File: config.mk
export PLATFORM = sky130hd
export DESIGN_NAME = fetch_sequencer
export DESIGN_NICKNAME = d
export VERILOG_FILES = /design/src/rtl/cpu_types_pkg.sv /design/src/rtl/next_pc_sel.sv /design/src/rtl/fetch_sequencer.sv
export SDC_FILE = /design/constraint.sdc
export NUM_CORES = 1
export LEC_CHECK = 0
export ABC_AREA = 1
export ABC_CLOCK_PERIOD_IN_PS = 7000
export CAP_MARGIN = 40
export CORE_MARGIN = 3
export CORE_UTILIZATION = 56
export CTS_CLUSTER_SIZE = 28
export DETAILED_ROUTE_END_ITERATION = 12
export PLACE_DENSITY = 0.88
export SLEW_MARGIN = 20
export SYNTH_ARGS = -nofsm -noshare
export SYNTH_HDL_FRONTEND = slang
export SYNTH_HIERARCHICAL = 1
export SYNTH_SLANG_ARGS = --single-unit
export TNS_END_PERCENT = 1
File: constraint.sdc
create_clock -name CLK -period 7 [get_ports CLK]
set_input_delay 1.75 -clock CLK [delete_from_list [all_inputs] [get_ports CLK]]
set_output_delay 1.75 -clock CLK [all_outputs]
set_load 0.01 [all_outputs]
File: src/rtl/cpu_types_pkg.sv
// rtl/cpu_types_pkg.sv - shared word type, fetch FSM state encoding and PC step
package cpu_types_pkg;

  typedef logic [31:0] word_t;

  localparam int PC_STEP = 4;

  // Legacy-compatible raw encodings, also used as the enum values
  localparam logic [1:0] ST_BOOT   = 2'd0;
  localparam logic [1:0] ST_FETCH  = 2'd1;
  localparam logic [1:0] ST_MEM    = 2'd2;
  localparam logic [1:0] ST_HALTED = 2'd3;

  typedef enum logic [1:0] {
    BOOT   = ST_BOOT,
    FETCH  = ST_FETCH,
    MEM    = ST_MEM,
    HALTED = ST_HALTED
  } fetch_state_t;

endpackage

File: src/rtl/next_pc_sel.sv
// rtl/next_pc_sel.sv - next PC priority mux: jump, then taken branch, then sequential
module next_pc_sel #(
  parameter int WORD_W  = 32,
  parameter int PC_STEP = cpu_types_pkg::PC_STEP
) (
  input  logic [WORD_W-1:0] pc,
  input  logic              jump,
  input  logic [WORD_W-1:0] jump_target,
  input  logic              branch_taken,
  input  logic [WORD_W-1:0] branch_target,
  output logic [WORD_W-1:0] target
);
  import cpu_types_pkg::*;

  // Jump wins over branch; sequential add wraps naturally at WORD_W bits
  always_comb begin
    target = pc + WORD_W'(PC_STEP);
    if (jump) begin
      target = jump_target;
    end else if (branch_taken) begin
      target = branch_target;
    end
  end

endmodule

File: src/rtl/fetch_sequencer.sv
// rtl/fetch_sequencer.sv - PC/memory-port sequencer; FETCH_PERF_EN adds instr/stall counters
module fetch_sequencer #(
  parameter int WORD_W     = 32,
  parameter int PC_STEP    = cpu_types_pkg::PC_STEP,
  parameter int WAIT_LIMIT = 255
) (
  input  logic              CLK,
  input  logic              nRST,
  input  logic [WORD_W-1:0] pc,
  input  logic              ihit,
  input  logic              dhit,
  input  logic              dmem_req,
  input  logic              branch_taken,
  input  logic [WORD_W-1:0] branch_target,
  input  logic              jump,
  input  logic [WORD_W-1:0] jump_target,
  input  logic              halt_in,
  output logic              pcWEN,
  output logic [WORD_W-1:0] pc_next,
  output logic              iREN,
  output logic              dmem_en,
  output logic              halt,
  output logic              timeout
`ifdef FETCH_PERF_EN
  ,
  output logic [31:0]       instr_count,
  output logic [31:0]       stall_count
`endif
);
  import cpu_types_pkg::*;

  localparam logic [31:0] LIMIT = 32'(WAIT_LIMIT);

  fetch_state_t      state;
  fetch_state_t      state_nx;
  logic [WORD_W-1:0] redirect;
  logic [WORD_W-1:0] target;
  logic [31:0]       wait_cnt;
  logic              fetch_hit;
  logic              halt_dec;
  logic              take_mem;
  logic              waiting;

  assign fetch_hit = (state == FETCH) && ihit;
  assign halt_dec  = fetch_hit && halt_in;
  assign take_mem  = fetch_hit && !halt_in && dmem_req;
  assign waiting   = ((state == FETCH) && !ihit) || ((state == MEM) && !dhit);
  assign halt      = (state == HALTED);

  next_pc_sel #(
    .WORD_W (WORD_W),
    .PC_STEP(PC_STEP)
  ) u_next_pc_sel (
    .pc           (pc),
    .jump         (jump),
    .jump_target  (jump_target),
    .branch_taken (branch_taken),
    .branch_target(branch_target),
    .target       (target)
  );

  // Request outputs, PC write and next-state decode; pc_next holds pc when idle
  always_comb begin
    state_nx = state;
    pcWEN    = 1'b0;
    pc_next  = pc;
    iREN     = 1'b0;
    dmem_en  = 1'b0;
    case (state)
      BOOT: state_nx = FETCH;
      FETCH: begin
        iREN = 1'b1;
        if (ihit) begin
          if (halt_in) begin
            state_nx = HALTED;
          end else if (dmem_req) begin
            state_nx = MEM;
          end else begin
            pcWEN   = 1'b1;
            pc_next = target;
          end
        end
      end
      MEM: begin
        dmem_en = 1'b1;
        if (dhit) begin
          pcWEN    = 1'b1;
          pc_next  = redirect;
          state_nx = FETCH;
        end
      end
      HALTED: state_nx = HALTED;
      default: state_nx = BOOT;
    endcase
  end

  // State and the PC redirect captured at decode of a load/store
  always_ff @(posedge CLK or negedge nRST) begin
    if (!nRST) begin
      state    <= BOOT;
      redirect <= '0;
    end else begin
      state <= state_nx;
      if (take_mem) begin
        redirect <= target;
      end
    end
  end

  // Consecutive-wait counter with sticky timeout; sequencing is unaffected
  always_ff @(posedge CLK or negedge nRST) begin
    if (!nRST) begin
      wait_cnt <= '0;
      timeout  <= 1'b0;
    end else if (waiting) begin
      if (wait_cnt != '1) begin
        wait_cnt <= wait_cnt + 32'd1;
      end
      if ((LIMIT != 32'd0) && ((wait_cnt + 32'd1) >= LIMIT)) begin
        timeout <= 1'b1;
      end
    end else begin
      wait_cnt <= '0;
    end
  end

`ifdef FETCH_PERF_EN
  // Retired-instruction and stall counters, free-running with wrap
  always_ff @(posedge CLK or negedge nRST) begin
    if (!nRST) begin
      instr_count <= '0;
      stall_count <= '0;
    end else begin
      if (pcWEN || halt_dec) begin
        instr_count <= instr_count + 32'd1;
      end
      if (waiting) begin
        stall_count <= stall_count + 32'd1;
      end
    end
  end
`endif

endmodule

Word-level counts from Yosys, hierarchy flattened
Cells that the tools add are included.
{"block": "word_totals", "reg_bits": 67, "inputBits": 104, "elab_cells": 48, "output_inout_bits": 37}
{"block": "classes", "n_reduce_logical": 12, "order_cmp": 1, "add_sub_neg": 2, "n_eq_ne": 8, "n_mux": 21}
{"operator": "$mux W32", "n": 8}
{"operator": "$pmux W32 S2", "n": 1}
{"operator": "$add A32 B1 Y32 const B", "n": 1}
{"operator": "$add A32 B3 Y32 const B", "n": 1}
{"operator": "$ge A32 B8 Y1 const B", "n": 1}
{"operator": "$ne A32 B32 Y1 const B", "n": 1}
{"operator": "$mux W2", "n": 4}
{"operator": "$pmux W2 S4", "n": 1}
{"operator": "$mux W1", "n": 6}
{"operator": "$logic_and A1 B1 Y1", "n": 5}
{"operator": "$eq A2 B2 Y1 const B", "n": 2}
{"operator": "$ne A2 B2 Y1 const B", "n": 2}
{"operator": "$logic_not A1 Y1", "n": 3}
{"operator": "$ne A3 B3 Y1 const B", "n": 1}
{"operator": "$reduce_and A3 Y1", "n": 1}
{"operator": "$eq A2 B1 Y1 const B", "n": 1}
{"operator": "$logic_not A2 Y1", "n": 1}
{"operator": "$ne A2 B1 Y1 const B", "n": 1}
{"operator": "$pmux W1 S2", "n": 1}
{"operator": "$reduce_and A2 Y1", "n": 1}
{"operator": "$logic_or A1 B1 Y1", "n": 1}

Depth between registers and ports, before layout
{"block": "depth", "depth_word": 7, "ltp_mapped": 14, "depth_no_buf": 14}

Modules after synthesis
Netlist, hierarchy kept.
{"mod": "fetch_sequencer", "cells_each": 680, "n_inst": 1, "seq_area_each_um2": 1676.6, "area_per_inst_um2": 4473.0}
{"mod": "next_pc_sel", "cells_each": 371, "n_inst": 1, "seq_area_each_um2": 0.0, "area_per_inst_um2": 1652.8}

Worst setup path before layout
OpenSTA, ideal clock, no wires.
{"block": "synth_path", "path_type": "input-to-output", "start": "input port pc[2]", "end": "output port pc_next[10]", "required_time_ns": 5.250, "path_slack_ns": 2.198, "arrival_time_ns": 3.052, "n_path_buf": 0, "path_stages": 12, "path_cell_list": "ha_1 nand2_2 nor2_4 nand2_1 inv_2 or2_2 nand3_1 a21oi_1 inv_1 o21ai_0 inv_1 o22ai_1"}
{"block": "synth_between", "elab_chain_cells": 7}
{"item": "start: declaration", "line_no": "fetch_sequencer.sv:9", "source": "input logic [WORD_W-1:0] pc,"}
{"item": "$add A32 B3 Y32", "line_no": "next_pc_sel.sv:17", "source": "target = pc + WORD_W'(PC_STEP);"}
{"item": "$mux W32", "line_no": "next_pc_sel.sv:20", "source": "end else if (branch_taken) begin"}
{"item": "$mux W32", "line_no": "next_pc_sel.sv:18", "source": "if (jump) begin"}
{"item": "named net target[10]", "line_no": "fetch_sequencer.sv:37", "source": "logic [WORD_W-1:0] target;"}
{"item": "$mux W32", "line_no": "fetch_sequencer.sv:76", "source": "end else if (dmem_req) begin"}
{"item": "$mux W32", "line_no": "fetch_sequencer.sv:74", "source": "if (halt_in) begin"}
{"item": "$mux W32", "line_no": "fetch_sequencer.sv:73", "source": "if (ihit) begin"}
{"item": "$pmux W32 S2", "line_no": "fetch_sequencer.sv:69", "source": "case (state)"}
{"item": "end: declaration", "line_no": "fetch_sequencer.sv:19", "source": "output logic [WORD_W-1:0] pc_next,"}
The timed path passes the listed nets, and every way through them passes these cells.

Worst setup path after layout
{"block": "layout_path", "start": "input port pc[3]", "end": "output port pc_next[10]"}
The elaborated chain is that of the path after synthesis.

==> results.py <==
metrics = {
    "critical_path": {
        "critical_path.endpoint": "pc_next[10]",
        "rr_worst_depth": 11,
        "rrSetupSlack_ns": 4.31,
        "crit_path_end_kind": "output port",
        "r2r_end": "wait_cnt[1]",
        "startpoint": "pc[3]",
        "crit_path_max_fanout": 5,
        "cp.arrival_ns": 4.50,
        "crit_required_ns": 5.25,
        "start_kind": "primary input",
        "crit_type": "primary input to output port",
        "r2r_start": "state[0]",
    },
    "drt": {
        "wl_um": 19650,
        "drt_first_pass_iters": 5,
        "viasPerCell": 5.398,
        "wl_per_cell_um": 14.97,
        "vias": 7088,
        "drc": 0,
        "ant_nets": 0,
        "drtIter0Drc": 668,
    },
    "synth": {
        "synth_warnings": 6,
        "dominantRegCellSynth": "dfrtp_1",
        "yosys.area.top_type_share_pct": 27.37,
        "synth_seq_area_share_pct": 27.37,
        "syn_avg_cell_area_um2": 5.829,
        "ys_top_cells_by_area": "dfrtp_1 (27%), nand2_1 (20%), inv_1 (9.3%), nor2_1 (8.6%), o21ai_0 (7.6%)",
        "syn_area_mm2": 0.006126,
        "postSynth.asyncResetShare_pct": 100.0,
        "synth_top_area_cell": "dfrtp_1",
        "yosysUniqueCellTypes": 35,
        "synth_edf_count": 0,
        "synth_cells": 1051,
        "synth_fp_nets": 1161,
        "synth_seq_cells": 67,
    },
    "power": {
        "p_per_area_mw_per_mm2": 191.9,
        "ir_drop_uv": 206.6,
        "p_leak_nw": 3.667,
        "power_mw": 1.512,
    },
    "clock_network": {
        "cts_htree_levels": 3,
        "cts_buffer_depth": 2,
        "cts_setup_buffers": 0,
        "clock-sinks": 67,
        "post_cts_resized": 0,
        "clk_pin_slew_ns": 0.07,
        "cts-root-buf": "clkbuf_8",
        "insertion_delay_ns": 0.38,
        "cts_buffers": 9,
        "cts_hold_buf": 0,
        "cts_tree": "done",
    },
    "timing": {
        "period_share_pct": 89.35,
        "clock.fmax_ghz": 0.1599,
        "finalCriticalPeriod_ns": 6.255,
        "slew_violations": 0,
        "finalHoldViolations": 0,
        "tightest_slew_ns": 0.7490,
        "layout_setup_ws_ns": 0.7455,
        "rsz0062_at_grt": "false",
        "fin_skew_ns": 0.01548,
        "setup_violations": 0,
        "relSlewSlack_pct": 50.01,
        "setup_tns_ns": 0,
    },
    "global_route": {
        "grt_max_degree": 50,
        "grt_pass1_vias": 6908,
        "grt_pass1_wl_um": 33070,
        "grt.overflow.total": 0,
        "antenna_found_initial": 1,
        "grt_use_total_pct": 32.56,
    },
    "place": {
        "numPortBuffers": 140,
        "dpl.hpwl_um": 14690,
        "dp_slack_ns": 0.7860,
        "gp_congestion": 1.034,
        "placed_cells": 1297,
    },
    "finish": {
        "final_cells": 1313,
        "final_layout_size_suffix_gt1_share_pct": 5.782,
        "nets": 1282,
        "synthToLayoutAreaGrowth_pct": 28.64,
    },
    "worst_hold_path": {
        "hp-class": "flop to flop",
    },
    "floorplan": {
        "dieArea_mm2": 0.01223,
        "io_pins": 141,
        "start_util_pct": 58.55,
        "die_x_um": 110.6,
        "rows": 37,
        "die_h_um": 110.6,
        "core_area_mm2": 0.01046,
    },
    "run_status": {
        "outcome": "completed",
    },
    "run": {
        "cap_violations": 0,
    },
}
flip-flops by register name, summed over array words and instances (netlist names):
name      count
wait_cnt     32
redirect     32
timeout       1
state         2
cells by family after synthesis:
logic type      count (synthesis)  share of synthesized area [%]
xor+xnor                       12                          1.716
fa+ha+maj                       6                          1.225
buf+inv                       197                          12.75
compound gates                163                          14.34
mux                             1                         0.1838
flops                          67                          27.37
simple gates                  605                          42.42
metal layers:
metal | vias to the layer above | track usage (%) | part of all wire, %
met5 | - | 0 | 0
met4 | 0 | 12.23 | 3.3
met3 | 53 | 7.068 | 8.2
met2 | 300 | 56.27 | 49
met1 | 3186 | 39.65 | 40
li1 | 3549 | - | -
worst min-delay path by stage:
stage	start	to	slack (ns)	depth (start not counted)
floorplan	redirect[18]	redirect[18]	0.45	2
global placement	timeout	timeout	0.46	2
detailed placement	timeout	timeout	0.46	2
CTS	timeout	timeout	0.49	2
global route	timeout	timeout	0.51	2
finish	timeout	timeout	0.48	2
cells in the final DEF (no fill, tap or decap), drive strengths merged:
cell type      count
or2                1
nand2            332
clkbuf            11
clkdlybuf4s50    138
ha                 6
o22ai             32
o21ai             97
diode              1
inv              153
xor2               8
nand3b             8
nand3             88
xnor2              4
o211ai             1
nor3               5
and2               3
a21oi             25
nand4              8
o21a               1
nor4               1
bufinv             2
buf               16
clkinv             2
mux2               1
nor2             159
dfrtp             67
o21bai             7
Yosys cell counts, types with 9 or more instances:
master and n:
dfrtp_1 67, nor2_2 9, o21ai_0 93, nand2_1 320, nand2_2 10, clkbuf_1 31
o22ai_1 32, inv_1 152, nor2_1 141, a21oi_1 25, nand3_1 86
power by group:
part	switching, mW	internal (mW)	leakage [nW]	total [mW]
Combinational	0.331	0.266	2.67	0.597
Sequential	0.0556	0.481	0.880	0.536
Clock	0.161	0.218	0.115	0.379
Total	0.548	0.965	3.67	1.51
final cells by class:
| type | instances | area (um2) |
|---|---|---|
| Inverter | 153 | 574.3 |
| Clock inverter | 4 | 73.82 |
| Fill cell | 915 | 2582 |
| Clock buffer | 11 | 151.4 |
| Multi-Input combinational cell | 787 | 3679 |
| Sequential cell | 67 | 1677 |
| Timing Repair Buffer | 154 | 1553 |
| Tap cell | 136 | 170.2 |
| Antenna cell | 1 | 2.502 |
critical path, cell delays in order:
cell	delay, ns
clkdlybuf4s50_1	0.57
ha_1	0.27
nand2_2	0.10
nor2_4	0.15
nand2_1	0.13
inv_2	0.10
or2_2	0.11
nand3_1	0.05
a21oi_1	0.14
inv_1	0.07
o21ai_0	0.24
inv_1	0.07
o22ai_1	0.18
clkdlybuf4s50_1	0.57
stage by stage:
| step | cell area, um2 | hold slack [ns] | util [%] |
|---|---|---|---|
| 4_1_cts | 7878 | 0.4857 | 75.29 |
| 5_1_grt | 7880 | 0.5134 | 75.32 |
| 3_3_place_gp | 7586 | 0.4589 | 72.51 |
| 6_report | 7880 | 0.4784 | 75.32 |
| 3_5_place_dp | 7652 | 0.4570 | 73.14 |
| 2_1_floorplan | 6126 | 0.4527 | - |
No activity file was read; power rests on OpenSTA's default activity.
